`src/rtl/eater_pkg.sv`:
```
// Shared definitions for the boot loader that fills the CPU program RAM
// from a framed serial byte stream.
package eater_pkg;

    localparam logic [7:0] SYNC_BYTE   = 8'hA5;
    localparam int         PROG_DEPTH  = 16;
    localparam int         PROG_ADDR_W = 4;

    typedef enum logic [1:0] {
        ST_IDLE,
        ST_LOAD,
        ST_CHECK,
        ST_RELEASE
    } loader_state_t;

    // Running checksum is a plain modulo-256 byte sum.
    function automatic logic [7:0] sum8(
        input logic [7:0] a,
        input logic [7:0] b
    );
        return a + b;
    endfunction

endpackage

```
`src/rtl/eater_loader_timer.sv`:
```
// Loadable down counter with synchronous clear; stops at zero.
// Used both for the inter-byte timeout and the CPU release delay.
module eater_loader_timer #(
    parameter int W = 8
) (
    input  logic         i_clk,
    input  logic         i_rst,
    input  logic         i_clear,
    input  logic         i_load,
    input  logic [W-1:0] i_value,
    input  logic         i_dec,
    output logic [W-1:0] o_count
);

    logic [W-1:0] r_count;

    // Clear wins over load, load wins over decrement.
    always_ff @(posedge i_clk or posedge i_rst) begin
        if (i_rst) begin
            r_count <= '0;
        end else if (i_clear) begin
            r_count <= '0;
        end else if (i_load) begin
            r_count <= i_value;
        end else if (i_dec && (r_count != '0)) begin
            r_count <= r_count - W'(1);
        end
    end

    assign o_count = r_count;

endmodule

```
`src/rtl/eater_loader.sv`:
```
// Frame-based program loader: sync byte, 16 data bytes, checksum.
// Holds the CPU in reset while loading and releases it after a good frame.
module eater_loader
    import eater_pkg::*;
#(
    parameter int TIMEOUT_CYCLES  = 1000000,
    parameter int RELEASE_CYCLES  = 4,
    parameter int HOLD_UNTIL_LOAD = 1
) (
    input  logic                   clk_i,
    input  logic                   reset_i,
    input  logic [7:0]             rx_data_i,
    input  logic                   rx_valid_i,
    output logic                   rx_ready_o,
    output logic                   prog_we_o,
    output logic [PROG_ADDR_W-1:0] prog_addr_o,
    output logic [7:0]             prog_data_o,
    output logic                   cpu_reset_o,
    output logic                   loaded_o,
    output logic                   error_o
);

    localparam int TW = $clog2(TIMEOUT_CYCLES + 1);
    localparam int RW = $clog2(RELEASE_CYCLES + 1);
    localparam logic [PROG_ADDR_W-1:0] LAST_IDX =
        PROG_ADDR_W'(PROG_DEPTH - 1);
    localparam logic CPU_RST_INIT = (HOLD_UNTIL_LOAD != 0);

    loader_state_t          r_state;
    logic [PROG_ADDR_W-1:0] r_idx;
    logic [7:0]             r_sum;
    logic                   r_prog_we;
    logic [PROG_ADDR_W-1:0] r_prog_addr;
    logic [7:0]             r_prog_data;
    logic                   r_cpu_reset;
    logic                   r_loaded;
    logic                   r_error;

    logic          w_ready;
    logic          w_accept;
    logic          w_is_sync;
    logic          w_in_frame;
    logic          w_sum_ok;
    logic          w_to_clear;
    logic          w_to_load;
    logic          w_to_dec;
    logic [TW-1:0] w_to_cnt;
    logic          w_to_expired;
    logic          w_rel_load;
    logic          w_rel_dec;
    logic [RW-1:0] w_rel_cnt;
    logic          w_rel_done;

    assign w_ready    = (r_state != ST_RELEASE);
    assign w_accept   = rx_valid_i & w_ready;
    assign w_is_sync  = (rx_data_i == SYNC_BYTE);
    assign w_in_frame = (r_state == ST_LOAD) || (r_state == ST_CHECK);
    assign w_sum_ok   = (rx_data_i == r_sum);

    // Timeout restarts on the sync byte and on every data byte; the
    // checksum byte ends the frame, so the counter is cleared there.
    assign w_to_load  = ((r_state == ST_IDLE) && w_accept && w_is_sync)
                      || ((r_state == ST_LOAD) && w_accept);
    assign w_to_clear = (r_state == ST_CHECK) && w_accept;
    assign w_to_dec   = w_in_frame && !w_accept;

    // Counter reaches 1 after TIMEOUT_CYCLES-1 idle cycles; the idle
    // cycle in which it is seen at 1 is the last one allowed.
    assign w_to_expired = w_to_dec && (w_to_cnt == TW'(1));

    assign w_rel_load = (r_state == ST_CHECK) && w_accept && w_sum_ok;
    assign w_rel_dec  = (r_state == ST_RELEASE);
    assign w_rel_done = (r_state == ST_RELEASE) && (w_rel_cnt <= RW'(1));

    eater_loader_timer #(
        .W (TW)
    ) u_timeout (
        .i_clk   (clk_i),
        .i_rst   (reset_i),
        .i_clear (w_to_clear),
        .i_load  (w_to_load),
        .i_value (TW'(TIMEOUT_CYCLES)),
        .i_dec   (w_to_dec),
        .o_count (w_to_cnt)
    );

    eater_loader_timer #(
        .W (RW)
    ) u_release (
        .i_clk   (clk_i),
        .i_rst   (reset_i),
        .i_clear (1'b0),
        .i_load  (w_rel_load),
        .i_value (RW'(RELEASE_CYCLES)),
        .i_dec   (w_rel_dec),
        .o_count (w_rel_cnt)
    );

    // Loader FSM with registered RAM strobe and status outputs.
    always_ff @(posedge clk_i or posedge reset_i) begin
        if (reset_i) begin
            r_state     <= ST_IDLE;
            r_idx       <= '0;
            r_sum       <= '0;
            r_prog_we   <= 1'b0;
            r_prog_addr <= '0;
            r_prog_data <= '0;
            r_cpu_reset <= CPU_RST_INIT;
            r_loaded    <= 1'b0;
            r_error     <= 1'b0;
        end else begin
            r_prog_we <= 1'b0;
            unique case (r_state)
                ST_IDLE: begin
                    if (w_accept && w_is_sync) begin
                        r_state     <= ST_LOAD;
                        r_idx       <= '0;
                        r_sum       <= '0;
                        r_error     <= 1'b0;
                        r_cpu_reset <= 1'b1;
                    end
                end
                ST_LOAD: begin
                    if (w_accept) begin
                        r_prog_we   <= 1'b1;
                        r_prog_addr <= r_idx;
                        r_prog_data <= rx_data_i;
                        r_sum       <= sum8(r_sum, rx_data_i);
                        r_idx       <= r_idx + PROG_ADDR_W'(1);
                        if (r_idx == LAST_IDX) begin
                            r_state <= ST_CHECK;
                        end
                    end else if (w_to_expired) begin
                        r_error <= 1'b1;
                        r_state <= ST_IDLE;
                    end
                end
                ST_CHECK: begin
                    if (w_accept) begin
                        if (w_sum_ok) begin
                            r_state <= ST_RELEASE;
                        end else begin
                            r_error <= 1'b1;
                            r_state <= ST_IDLE;
                        end
                    end else if (w_to_expired) begin
                        r_error <= 1'b1;
                        r_state <= ST_IDLE;
                    end
                end
                ST_RELEASE: begin
                    if (w_rel_done) begin
                        r_cpu_reset <= 1'b0;
                        r_loaded    <= 1'b1;
                        r_state     <= ST_IDLE;
                    end
                end
                default: begin
                    r_state <= ST_IDLE;
                end
            endcase
        end
    end

    assign rx_ready_o  = w_ready;
    assign prog_we_o   = r_prog_we;
    assign prog_addr_o = r_prog_addr;
    assign prog_data_o = r_prog_data;
    assign cpu_reset_o = r_cpu_reset;
    assign loaded_o    = r_loaded;
    assign error_o     = r_error;

endmodule

```
`config.mk`:
```
export PLATFORM = sky130hd
export DESIGN_NAME = eater_loader
export DESIGN_NICKNAME = d
export VERILOG_FILES = /design/src/rtl/eater_pkg.sv /design/src/rtl/eater_loader_timer.sv /design/src/rtl/eater_loader.sv
export SDC_FILE = /design/constraint.sdc
export NUM_CORES = 1
export LEC_CHECK = 0
export ABC_AREA = 1
export CORE_MARGIN = 4
export CORE_UTILIZATION = 58
export DETAILED_ROUTE_END_ITERATION = 7
export HOLD_SLACK_MARGIN = 0.02
export PLACE_DENSITY = 0.8
export SYNTH_ARGS = -nofsm -noshare
export SYNTH_HDL_FRONTEND = slang
export SYNTH_SLANG_ARGS = --single-unit
```
`constraint.sdc`:
```
create_clock -name clk_i -period 2.2 [get_ports clk_i]
set_input_delay 0.44 -clock clk_i [delete_from_list [all_inputs] [get_ports clk_i]]
set_output_delay 0.44 -clock clk_i [all_outputs]
set_load 0.05 [all_outputs]
```
# After elaboration in Yosys (flattened, before gate mapping)
# Index checks and enable logic that the tools add are counted.
[word_totals]
register_bits = 53
out_inout_bits = 17
word_cells = 89
[classes]
n_addsub = 4
magnitude_cmp = 1
eq_ne = 14
mux = 30
n_bitwise = 1
n_reduce_logical = 28
[ops]
columns = ["operator", "n"]
rows = [
  ["20-bit two-way mux", 3],
  ["20-bit by 1-bit equality test with 1-bit output, second input constant", 1],
  ["20-bit nonzero test", 1],
  ["20-bit by 1-bit subtractor with 20-bit output, second input constant", 1],
  ["8-bit two-way mux", 2],
  ["8-bit one-hot mux with 2 select lines", 1],
  ["2-bit two-way mux", 7],
  ["1-bit logical AND", 11],
  ["1-bit two-way mux", 9],
  ["3-bit AND reduction", 3],
  ["3-bit nonzero test", 3],
  ["8-bit adder", 1],
  ["8-bit equality test", 1],
  ["8-bit equality test, second input constant", 1],
  ["4-bit two-way mux", 2],
  ["2-bit inequality test, second input constant", 4],
  ["2-bit one-hot mux with 4 select lines", 1],
  ["4-bit one-hot mux with 2 select lines", 1],
  ["3-bit two-way mux", 2],
  ["2-bit nonzero test", 3],
  ["4-bit by 1-bit adder with 4-bit output, second input constant", 1],
  ["2-bit equality test, second input constant", 2],
  ["4-bit equality test, second input constant", 1],
  ["2-bit AND reduction", 2],
  ["other kinds (13)", 14],
]

# Longest topological paths before layout
# Gate-level depths: netlist of run 1.
[depth]
depth_word = 8
mapped_depth = 12
ltp_nobuf = 11

# Hierarchy
# A second synthesis of run 1 with hierarchy kept.
[hier_totals]
cells_unflattened = 531
hier_area_um2 = 3741.1
[modules_own_cells]
columns = ["mod", "instances", "cells_each", "area_per_inst_um2", "seq_area_each_um2"]
rows = [
  ["eater_loader", 1, 248, 1948.1, 752.0],
  ["eater_loader_timer (u_timeout)", 1, 254, 1584.0, 500.5],
  ["eater_loader_timer (u_release)", 1, 29, 209.0, 75.1],
]

# Worst setup path after synthesis of run 1
# No wires, ideal clock.
[synth_timing]
path_kind = "register to register"
startpoint = "reg r_state[0]"
endpoint = "reg u_timeout.r_count[5] (netlist: u_timeout.o_count[5])"
setup_time_ns = 0.118
arrival_ns = 1.721
required_ns = 2.082
path_slack_ns = 0.361
path_stages_with_launch = 13
path_buffers = 1
synth_period_minus_slack_ns = 1.839
cell_sequence = "dfrtp_1 ha_1 inv_2 nand2_4 nor2_4 inv_4 nand2_2 nor2_4 nand2_4 clkinv_2 buf_6 nand2_1 nand2_1"
[synth_between]
elab_chain_len = 7
word_cells_on_any_way = 17
[synth_lines]
columns = ["item", "line_no", "text"]
rows = [
  ["start: declaration", "eater_loader.sv:29", "loader_state_t r_state;"],
  ["start signal: assignment", "eater_loader.sv:102", "r_state <= ST_IDLE;"],
  ["start signal: assignment", "eater_loader.sv:116", "r_state <= ST_LOAD;"],
  ["start signal: assignment", "eater_loader.sv:131", "r_state <= ST_CHECK;"],
  ["2-bit inequality test *", "eater_loader.sv:54", "assign w_ready = (r_state != ST_RELEASE);"],
  ["net rx_ready_o", "eater_loader.sv:14", "output logic rx_ready_o,"],
  ["1-bit bitwise AND *", "eater_loader.sv:55", "assign w_accept = rx_valid_i & w_ready;"],
  ["1-bit logical AND (2 in a row)", "eater_loader.sv:62", "assign w_to_load = ((r_state == ST_IDLE) && w_accept && w_is_sync)"],
  ["1-bit logical OR", "eater_loader.sv:63", "|| ((r_state == ST_LOAD) && w_accept);"],
  ["20-bit two-way mux", "eater_loader_timer.sv:23", "end else if (i_load) begin"],
  ["20-bit two-way mux", "eater_loader_timer.sv:21", "end else if (i_clear) begin"],
  ["end signal: assignment", "eater_loader_timer.sv:24", "r_count <= i_value;"],
  ["end signal: assignment", "eater_loader_timer.sv:26", "r_count <= r_count - W'(1);"],
  ["end: declaration", "eater_loader_timer.sv:15", "logic [W-1:0] r_count;"],
]
# Mark *: on every way through the listed nets, which the timed path passes. The rest lies on a longest branch.
# A chain may end at the register's enable or synchronous reset.

# Worst setup path after layout of run 1
[layout_timing]
startpoint = "reg r_cpu_reset (netlist: cpu_reset_o)"
endpoint = "out cpu_reset_o"
[layout_rtl]
columns = ["item", "line_no", "text"]
rows = [
  ["start: declaration", "eater_loader.sv:35", "logic r_cpu_reset;"],
  ["start signal: assignment", "eater_loader.sv:108", "r_cpu_reset <= CPU_RST_INIT;"],
  ["start signal: assignment", "eater_loader.sv:120", "r_cpu_reset <= 1'b1;"],
  ["start signal: assignment", "eater_loader.sv:153", "r_cpu_reset <= 1'b0;"],
  ["end: declaration", "eater_loader.sv:18", "output logic cpu_reset_o,"],
]
# No word-level cell between the ends.

==> results of run 1 <==
power groups by stage:
stage	combinational (mW)	sequential (mW)	clock, mW
2_1_floorplan	2.44	2.11	0
3_3_place_gp	3.75	1.75	0
3_5_place_dp	3.87	1.77	0
4_1_cts	3.89	1.76	0.601
5_1_grt	4.37	1.82	0.641
6_report	3.90	1.77	0.591
worst max-delay path by stage:
stage | from | cells after the start | to
3_3_place_gp | rx_data_i[0] | 7 | r_sum[4]
4_1_cts | cpu_reset_o | 1 | cpu_reset_o
2_1_floorplan | r_state[0] | 12 | u_timeout.o_count[5]
5_1_grt | r_state[0] | 11 | u_timeout.o_count[5]
6_report | cpu_reset_o | 1 | cpu_reset_o
3_5_place_dp | rx_data_i[0] | 7 | r_sum[4]
metrics by stage:
stage / std cells / total power, mW / cell area [sq um] / setup WS [ns]
floorplan: 464 / 4.55 / 3360 / 0.361
global placement: 573 / 5.51 / 3810 / 0.00387
detailed placement: 573 / 5.64 / 3810 / 0.00338
CTS: 581 / 6.25 / 3910 / 0.101
global route: 581 / 6.83 / 3910 / 0.0357
finish: 581 / 6.25 / 3910 / 0.115
kinds of logic after synthesis:
logic type	count (synthesis)
xor+xnor	12
flops	53
compound gates	44
fa+ha+maj	20
buf+inv	57
simple gates	278
layout make-up:
class / count / share of cell area
sequential: 53 / 0.340
inverter: 50 / 0.0490
multi-input combinational: 354 / 0.459
timing repair buffer: 44 / 0.104
tap: 72 / 0.0231
clock buffer: 5 / 0.0176
clock inverter: 3 / 0.00673
layout by cell type (no fill, tap or decap), drive strengths merged:
master	count
nand2	168
nor2	56
dfrtp	52
inv	50
nand3	35
clkdlybuf4s50	26
o21ai	24
ha	19
buf	18
a21oi	14
nand4	9
xor2	6
xnor2	6
nor3	5
clkbuf	5
o21bai	2
or2	2
clkinvlp	2
clkinv	1
nor3b	1
and2	1
nand3b	1
a21o	1
a21boi	1
o21a	1
o22ai	1
fa	1
dfstp	1
flip-flops by register name, indices dropped and copies added, names as in the netlist:
register and cells:
r_sum 8, cpu_reset_o 1, prog_data_o 8, u_release.o_count 3, prog_addr_o 4, u_timeout.o_count 20
error_o 1, r_idx 4, prog_we_o 1, r_state 2, loaded_o 1
metal layers:
| layer | vias to the layer above | routed length (um) |
|---|---|---|
| met5 | - | 0 |
| met4 | 0 | 72 |
| met3 | 8 | 399 |
| met2 | 85 | 3760 |
| met1 | 1426 | 3700 |
| li1 | 1559 | - |
==> reports/qor.yml, run 1 <==
syn-instance-count: 464
postCtsSetupBuffers: 0
mappedNetlistNets: 495
io_buffer_count: 27
cts-hold-fix-buffers: 0
synth_sequential_area_ratio: 0.395
timing.critical_path.fanout_max: 2
regToRegSetupSlack_ns: 0.19
clockBufferDepth: 2
hold_viol: 0
synth_enable_flop_cells: 0
final-max-slew-violation-count: 0
final.period_utilization: 0.948
gp_congestion: 0.955
multi_input_comb_area_sq_mm: 0.00179
netlist_area_sq_mm: 0.00336
final_util: 0.701
ys_warn_count: 0
worstSkewPairLatency_ns: 0.31
rsz0062_at_grt: "no"
grt_antenna_before_repair: 0
setup_tns_ns: 0
power.density_cell_area_mw_per_mm2: 1600
drt_iter0_drc: 174
ys_async_sr_fraction: 1.00
tightestPinTransition_ns: 0.559
drt_pass1_iterations: 5
pwr-share-comb: 0.623
design.die.area_sq_mm: 0.00707
sequential_cell_area_sq_mm: 0.00133
worst_reg2reg_endpoint: "u_timeout.o_count[6]"
peak_supply_drop_v: 0.000749
post_cts.resized_instances: 0
ctsRootBufferMaster: "clkbuf_8"
cts_inserted_buffers: 5
yosys_most_used_dff: "dfrtp_1"
die_h_um: 84.1
p_sw_frac: 0.523
syn_avg_cell_area_sq_um: 7.23
ys_top_cells_by_count: "163 x nand2_1, 52 x dfrtp_1, 50 x nor2_1, 47 x inv_1, 34 x nand3_1"
max_slew_margin: 0.624
intPower_mw: 2.98
synthToLayoutAreaGrowth_pct: 16.4
synth_fa_ha_area_frac: 0.0768
antenna_cells: 0
path_delay_family: "buffers and inverters"
post_synth_xor_area_fraction: 0.0313
timing.critical_path.buf_inv: 1
avgViaCountPerCell: 5.30
wl_per_cell_um: 13.7
post_route_cells_drive_above_1_share: 0.0923
ctsHtreeMaxLevel: 2
cp-start-kind: "register"
chipWidth_um: 84.1
dp_hpwl_um: 6050
grt_first_pass_wirelength_um: 13600
proportion_of_synthesized_area_in_mux_cells: 0
grt_use_total: 0.233
timing.critical_path.arrival_ns: 1.65
reg2reg_depth: 11
critical_path.reg2reg.startpoint: "r_state[0]"
hold_slack_ns: 0.416
combinational_family_with_the_most_area_after_synthesis: "simple AND/OR/NAND/NOR gates"
clock-skew-final_ns: 0.00551
period_needed_ns: 2.09
max-cap-violations: 0
drc_violations_left: 0
global_route.overflow_total: 0
ys_types: 37
synth_most_common_cell: "nand2_1"
worst_path_max_delay_cell: "clkdlybuf4s50_1"
path_cells: "clkdlybuf4s50_1"
grt_util_met1: 0.320
critPathRequiredTime_ns: 1.76
ys_top_cells_by_area: "dfrtp_1 39%, nand2_1 18%, ha_1 7.1%, nor2_1 5.6%, inv_1 5.3%"
power.share.clock: 0.094
yosys.area.top_type: "dfrtp_1"
grt-busiest-layer: "met2"
flop_pwr_share: 0.282
start_util: 0.602
clock-sinks: 53
pin_count: 28
final.fill_count: 463
cts_tree: "built"
max_freq_mhz: 480
synth-compound-area-share: 0.0708
grt_start_max_net_pins: 38
p_leak_nw: 2.03
simple_gate_area_share_of_the_yosys_netlist: 0.356
coreArea_sq_mm: 0.00557
total_vias_in_the_final_route: 3078
hold_path_class: "input pin to async pin"
row_count: 27
detail-route-antenna-nets: 0
yosys_top_cell_area_share: 0.388
crit_path_class: "register to primary output"
drt_wl_total_um: 7930
finish_stage_setup_viols: 0
setup.worst_path.end_class: "primary output"
grt_util_met2: 0.391
p_sw_mw: 3.27
critPathMaxStageDelay_ns: 0.80
met3_usage: 0.0346
clk_transition_reported_paths_ns: 0.10
first_global_vias: 2981
outcome: "completed"
layout.nets: 539
synth_register_bits: 53
Note: power is estimated with default switching activity, not from simulation.
==> inputs of run 2 (changes only) <==
--- a/config.mk
+++ b/config.mk
@@ -5,12 +5,11 @@
 export SDC_FILE = /design/constraint.sdc
 export NUM_CORES = 1
 export LEC_CHECK = 0
-export ABC_AREA = 1
 export CORE_MARGIN = 4
-export CORE_UTILIZATION = 58
+export CORE_UTILIZATION = 55
 export DETAILED_ROUTE_END_ITERATION = 7
 export HOLD_SLACK_MARGIN = 0.02
-export PLACE_DENSITY = 0.8
+export PLACE_DENSITY_LB_ADDON = 0.15
 export SYNTH_ARGS = -nofsm -noshare
 export SYNTH_HDL_FRONTEND = slang
 export SYNTH_SLANG_ARGS = --single-unit
==> reports/qor.yml, run 2 <==
ctsRootBufferMaster: "clkbuf_8"  # unchanged
clock-sinks: 53  # unchanged
cts_tree: "built"  # unchanged
ys_warn_count: 0  # unchanged
period_needed_ns: 2.22  # was 2.09 ns
power.share.clock: 0.149  # was 0.094
clock-skew-final_ns: 0.00409  # was 0.00551 ns
ys_top_cells_by_count: "52 x dfrtp_1, 47 x nand2_1, 19 x ha_1, 17 x inv_1, 16 x nor2_1"  # was 163 x nand2_1, 52 x dfrtp_1, 50 x nor2_1, 47 x inv_1, 34 x nand3_1
synth_register_bits: 53  # unchanged
tightestPinTransition_ns: 0.553  # was 0.559 ns
io_buffer_count: 27  # unchanged
syn_avg_cell_area_sq_um: 9.42  # was 7.23 sq um
antenna_cells: 0  # unchanged
cts_inserted_buffers: 5  # unchanged
crit_path_class: "input pin to register"  # was register to primary output
critPathMaxStageDelay_ns: 0.62  # was 0.80 ns
synth_most_common_cell: "dfrtp_1"  # was nand2_1
detail-route-antenna-nets: 0  # unchanged
first_global_vias: 2660  # was 2981
ys_top_cells_by_area: "dfrtp_1 43%, ha_1 7.9%, nand2_1 5.9%, or3_1 2.9%, a21oi_1 2.5%"  # was dfrtp_1 39%, nand2_1 18%, ha_1 7.1%, nor2_1 5.6%, inv_1 5.3%
layout.nets: 429  # was 539
layout.cells.most_common_list: "56 x buf_4, 51 x dfrtp_1, 47 x nand2_1, 22 x clkdlybuf4s50_1"  # was 163 x nand2_1, 52 x dfrtp_1, 50 x nor2_1, 46 x inv_1, 34 x nand3_1
setup.worst_path.end_class: "register"  # was primary output
worstSkewPairLatency_ns: 0.31  # about the same
ctsHtreeMaxLevel: 2  # unchanged
total_vias_in_the_final_route: 2762  # was 3078
row_count: 26  # was 27
post_layout_nonfiller_instances: 469  # was 581
yosys.area.top_type: "dfrtp_1"  # unchanged
flop_pwr_share: 0.309  # was 0.282
netlist_area_sq_mm: 0.00299  # was 0.00336 sq mm
final.period_utilization: 1.01  # was 0.948
max-cap-violations: 0  # unchanged
global_route.overflow_total: 0  # unchanged
peak_supply_drop_v: 0.000706  # was 0.000749 V
commonest_non_fill_non_tap_cell_in_the_layout: "buf_4"  # was nand2_1
hold_path_class: "input pin to register"  # was input pin to async pin
yosys_top_cell_area_share: 0.435  # was 0.388
wl_per_cell_um: 16.3  # was 13.7 um
cp-start-kind: "input pin"  # was register
worst_path_max_delay_cell: "or4b_2"  # was clkdlybuf4s50_1
p_sw_frac: 0.424  # was 0.523
synth_sequential_area_ratio: 0.443  # was 0.395
finish_stage_setup_viols: 1  # was 0
coreArea_sq_mm: 0.00520  # was 0.00557 sq mm
power.density_cell_area_mw_per_mm2: 1280  # was 1600 mW/mm^2
synth_enable_flop_cells: 0  # unchanged
multi_input_comb_area_sq_mm: 0.00169  # was 0.00179 sq mm
rsz0062_at_grt: "yes"  # was no
p_leak_nw: 1.86  # was 2.03 nW
grt_first_pass_wirelength_um: 12300  # was 13600 um
chipWidth_um: 81.8  # was 84.1 um
intPower_mw: 2.97  # was 2.98 mW
path_cells: "clkdlybuf4s50_1 > ha_1 > nand3_1 > o2111ai_2 > and3_1 > or4b_2 > nand3_1"  # was clkdlybuf4s50_1
setup_slack_ns: -0.0230  # was 0.115 ns
critPathRequiredTime_ns: 2.45  # was 1.76 ns
timing.critical_path.arrival_ns: 2.48  # was 1.65 ns
hold_viol: 0  # unchanged
clockBufferDepth: 2  # unchanged
path_delay_family: "simple AND/OR/NAND/NOR gates"  # was buffers and inverters
grt_antenna_before_repair: 0  # unchanged
gp_congestion: 0.861  # was 0.955
sequential_cell_area_sq_mm: 0.00133  # about the same
post_route_cells_drive_above_1_share: 0.238  # was 0.0923
largest_reg_flops: 20  # unchanged
yosys_most_used_dff: "dfrtp_1"  # unchanged
drt_wl_total_um: 7670  # was 7930 um
max_slew_margin: 0.630  # was 0.624
grt_use_total: 0.238  # was 0.233
timing.critical_path.buf_inv: 1  # unchanged
p_sw_mw: 2.19  # was 3.27 mW
final-max-slew-violation-count: 0  # unchanged
violated_checks: "negative setup slack"
ys_types: 52  # was 37
pwr-share-comb: 0.541  # was 0.623
placed_cells_incl_taps: 458  # was 573
ys_async_sr_fraction: 1.00  # unchanged
path_common_cell: "nand3_1"
max_freq_mhz: 450  # was 480 MHz
die_h_um: 81.8  # was 84.1 um
drt_pass1_iterations: 4  # was 5
start_util: 0.575  # was 0.602
drc_violations_left: 0  # unchanged
clk_transition_reported_paths_ns: 0.09  # was 0.10 ns
design.die.area_sq_mm: 0.00669  # was 0.00707 sq mm
syn-instance-count: 318  # was 464
avgViaCountPerCell: 5.89  # was 5.30
mappedNetlistNets: 349  # was 495
outcome: "finished, violations left"  # was completed
synthToLayoutAreaGrowth_pct: 34.7  # was 16.4%
dp_hpwl_um: 5290  # was 6050 um
pin_count: 28  # unchanged
drt_iter0_drc: 147  # was 174
grt_start_max_net_pins: 54  # was 38
timing.critical_path.fanout_max: 3  # was 2
power_mw: 5.16  # was 6.25 mW
final.fill_count: 349  # was 463
## run 2: power groups by stage
| stage | Sequential [mW] | Clock, mW | Combinational (mW) |
|---|---|---|---|
| finish | 1.60 | 0.771 | 2.79 |
| detailed placement | 1.59 | 0 | 2.61 |
| global placement | 1.58 | 0 | 2.53 |
| floorplan | 1.95 | 0 | 1.24 |
| CTS | 1.58 | 0.783 | 2.68 |
| global route | 1.64 | 0.824 | 3.06 |
## run 2: worst paths after layout
kind	startpoint	end	slack [ns]	cells after the start
setup / recovery	rx_data_i[2]	r_sum[7]	-0.02	7
min in group asynchronous	reset_i	r_sum[5]	0.48	3
setup reg to reg	u_timeout.o_count[7]	u_timeout.o_count[17]	0.02	5
hold / removal	rx_data_i[1]	prog_data_o[1]	0.45	3
max in group asynchronous	reset_i	cpu_reset_o	1.43	3
hold reg to reg	prog_addr_o[3]	prog_addr_o[3]	0.49	2
## run 2: area by class of cell
| cell class | count | share of cell area |
|---|---|---|
| Inverter | 17 | 0.0158 |
| Clock buffer | 5 | 0.0171 |
| Multi-Input combinational cell | 237 | 0.419 |
| Tap cell | 70 | 0.0217 |
| Sequential cell | 53 | 0.329 |
| Clock inverter | 3 | 0.0161 |
| Timing Repair Buffer | 84 | 0.181 |
## run 2: per-stage QoR
stage / hold slack (ns) / setup TNS [ns] / setup slack, ns / utilization / cell area [sq um]
floorplan: 0.470 / 0 / 0.0391 / - / 2990
global placement: 0.457 / -4.88 / -0.416 / 0.718 / 3740
detailed placement: 0.465 / -7.62 / -0.424 / 0.718 / 3740
CTS: 0.487 / -0.0266 / -0.0139 / 0.754 / 3920
global route: 0.470 / -0.296 / -0.128 / 0.775 / 4030
finish: 0.454 / -0.0230 / -0.0230 / 0.775 / 4030
## run 2: what timing repair did
| action | CTS | global route |
|---|---|---|
| cloned | 0 | 0 |
| resized for setup | 6 | 20 |
| setup buffers | 1 | 2 |
| pin swaps | 0 | 7 |
| hold buffers | 0 | 0 |
| endpoints found under the setup margin | 4 | 15 |
## run 2: cell families (layout without fill, tap and decap cells)
| group | Yosys count | count (layout) | share of synthesized area |
|---|---|---|---|
| flip-flops | 53 | 53 | 0.443 |
| adder cells (fa/ha/maj) | 20 | 20 | 0.0861 |
| AO/OA/AOI/OAI | 74 | 74 | 0.168 |
| buffers and inverters | 28 | 109 | 0.0359 |
| multiplexers | 5 | 5 | 0.0171 |
| AND/OR/NAND/NOR | 130 | 130 | 0.226 |
| XOR/XNOR | 8 | 8 | 0.0234 |
## run 2: worst reg2reg max path: stages, from the launching register on
cell	delay, ns
dfrtp_1	0.39
or4_4	0.54
nand2b_4	0.18
or4_4	0.42
or4_1	0.41
a31oi_1	0.17
## run 2: per-layer routing
| layer | up-vias | wire, um | GRT usage |
|---|---|---|---|
| met5 | - | 0 | 0 |
| met4 | 0 | 170 | 0.0631 |
| met3 | 19 | 270 | 0.0373 |
| met2 | 64 | 3670 | 0.403 |
| met1 | 1349 | 3560 | 0.318 |
| li1 | 1330 | - | - |
==> inputs of run 3 (changes only) <==
--- a/config.mk
+++ b/config.mk
@@ -5,6 +5,8 @@
 export SDC_FILE = /design/constraint.sdc
 export NUM_CORES = 1
 export LEC_CHECK = 0
+export ABC_CLOCK_PERIOD_IN_PS = 2200
+export CAP_MARGIN = 20
 export CORE_MARGIN = 4
 export CORE_UTILIZATION = 55
 export DETAILED_ROUTE_END_ITERATION = 7
@@ -13,3 +15,4 @@
 export SYNTH_ARGS = -nofsm -noshare
 export SYNTH_HDL_FRONTEND = slang
 export SYNTH_SLANG_ARGS = --single-unit
+export TNS_END_PERCENT = 30
==> reports/qor.yml, run 3 (synthesized netlist as in run 2, its figures left out) <==
outcome: "finished, violations left"  # unchanged
violated_checks: "negative setup slack"  # unchanged
setup.worst_path.end: "r_sum[7]"  # unchanged
final_util: 0.774  # was 0.775
dp_hpwl_um: 5290  # unchanged
commonest_non_fill_non_tap_cell_in_the_layout: "buf_4"  # unchanged
hold_path_class: "input pin to register"  # unchanged
power_mw: 5.14  # was 5.16 mW
final.fill_count: 342  # was 349
chipWidth_um: 81.8  # unchanged
max_freq_mhz: 437  # was 450 MHz
first_global_vias: 2652  # was 2660
routed-wl-met3_um: 197  # was 270 um
clock-sinks: 53  # unchanged
drt_pass1_iterations: 4  # unchanged
cp-start-kind: "input pin"  # unchanged
cts_tree: "built"  # unchanged
timing.hold.worst.start: "rx_data_i[1]"  # unchanged
total_vias_in_the_final_route: 2745  # was 2762
rsz0062_at_grt: "yes"  # unchanged
setup_tns_ns: -0.0891  # was -0.0230 ns
design.die.area_sq_mm: 0.00669  # unchanged
drt_iter0_drc: 142  # was 147
met2RoutedLength_um: 3710  # was 3670 um
cts_inserted_buffers: 5  # unchanged
regToRegSetupSlack_ns: 0.01  # was 0.02 ns
pin_count: 28  # unchanged
row_count: 26  # unchanged
post_route_cells_drive_above_1_share: 0.233  # was 0.238
antenna_cells: 0  # unchanged
die_h_um: 81.8  # unchanged
largest_reg_flops: 20  # unchanged
drt_wl_total_um: 7570  # was 7670 um
io_buffer_count: 27  # unchanged
timing.critical_path.arrival_ns: 2.54  # was 2.48 ns
grt_antenna_before_repair: 0  # unchanged
grt_start_max_net_pins: 54  # unchanged
clock-skew-final_ns: 0.00381  # was 0.00409 ns
timing.critical_path.fanout_max: 3  # unchanged
peak_supply_drop_v: 0.000700  # was 0.000706 V
top_layer: "met4"  # unchanged
setup.worst_path.end_class: "register"  # unchanged
final.period_utilization: 1.04  # was 1.01
avgViaCountPerCell: 5.84  # was 5.89
max-cap-violations: 0  # unchanged
ctsRootBufferMaster: "clkbuf_8"  # unchanged
layout.nets: 430  # was 429
ctsHtreeMaxLevel: 2  # unchanged
hold_viol: 0  # unchanged
power.density_cell_area_mw_per_mm2: 1280  # about the same
setup.worst_path.start: "rx_data_i[5]"  # was rx_data_i[2]
detail-route-antenna-nets: 0  # unchanged
grt_first_pass_wirelength_um: 12200  # was 12300 um
max_slew_margin: 0.611  # was 0.630
clockBufferDepth: 2  # unchanged
critPathRequiredTime_ns: 2.45  # about the same
critical_path.reg2reg.startpoint: "u_timeout.o_count[7]"  # unchanged
start_util: 0.575  # unchanged
reg2reg_depth: 5  # unchanged
grt_use_total: 0.236  # was 0.238
layout.cells.most_common_list: "57 x buf_4, 51 x dfrtp_1, 47 x nand2_1, 22 x clkdlybuf4s50_1"  # was 56 x buf_4, 51 x dfrtp_1, 47 x nand2_1, 22 x clkdlybuf4s50_1
worst_reg2reg_endpoint: "u_timeout.o_count[17]"  # unchanged
final-max-slew-violation-count: 0  # unchanged
synthToLayoutAreaGrowth_pct: 34.5  # was 34.7%
p_leak_nw: 1.86  # about the same
place_worst_setup_slack_ns: -0.424  # unchanged
period_needed_ns: 2.29  # was 2.22 ns
gp_congestion: 0.861  # unchanged
crit_path_class: "input pin to register"  # unchanged
setup_slack_ns: -0.0891  # was -0.0230 ns
clk_transition_reported_paths_ns: 0.09  # about the same
global_route.overflow_total: 0  # unchanged
wl_per_cell_um: 16.1  # was 16.3 um
met1Wirelength_um: 3530  # was 3560 um
worstSkewPairLatency_ns: 0.31  # about the same
tightestPinTransition_ns: 0.581  # was 0.553 ns
finish_stage_setup_viols: 1  # unchanged
drc_violations_left: 0  # unchanged
cts-hold-fix-buffers: 0  # unchanged
coreArea_sq_mm: 0.00520  # unchanged
run 3: cell types whose count changed in the layout (fill, tap and decap cells not counted), sizes merged:
cell | previous run | this run
buf | 58 | 59
run 3: metrics by stage:
step / cell area [sq um] / hold WS, ns / instances
3_3_place_gp: 3740 / 0.457 / 458
3_5_place_dp: 3740 / 0.465 / 458
2_1_floorplan: 2990 / 0.470 / 318
4_1_cts: 3920 / 0.487 / 466
5_1_grt: 4030 / 0.471 / 470
6_report: 4030 / 0.451 / 470
run 3: power by group:
| part | total [mW] | internal [mW] | switching, mW | leakage [nW] |
|---|---|---|---|---|
| Clock | 0.769 | 0.452 | 0.317 | 0.0681 |
| Sequential | 1.60 | 1.32 | 0.275 | 0.663 |
| Combinational | 2.77 | 1.19 | 1.58 | 1.13 |
run 3: repair_timing:
action | CTS | global route
endpoints found under the setup margin | 4 | 16
resized for setup | 6 | 17
setup buffers | 0 | 4
pin swaps | 0 | 5
endpoints found under the hold margin | 0 | 0
run 3: how the worst min path moves through the flow:
stage,endpoint,slack [ns],cells past startpoint
2_1_floorplan,r_sum[5],0.47,1
3_3_place_gp,prog_data_o[2],0.46,2
3_5_place_dp,prog_data_o[6],0.46,2
4_1_cts,prog_addr_o[0],0.49,2
5_1_grt,prog_data_o[1],0.47,3
6_report,prog_data_o[1],0.45,3
run 3: critical path: stages:
cell             delay (ns)
clkdlybuf4s50_1        0.48
ha_1                   0.28
nor3_1                 0.21
o2111ai_1              0.16
and3_1                 0.22
or4b_2                 0.65
nand3_1                0.10
run 3: cell type report:
cell class	count	area, sq um	share of cell area
Tap cell	70	87.6	0.0217
Clock buffer	5	68.8	0.0171
Inverter	17	63.8	0.0158
Clock inverter	3	65.1	0.0162
Sequential cell	53	1330	0.330
Multi-Input combinational cell	237	1680	0.416
Timing Repair Buffer	85	738	0.183
run 3: layer usage:
layer / vias to the layer above / GRT usage
li1: 1331 / -
met1: 1347 / 0.316
met2: 53 / 0.399
met3: 14 / 0.0373
met4: 0 / 0.0615
met5: - / 0
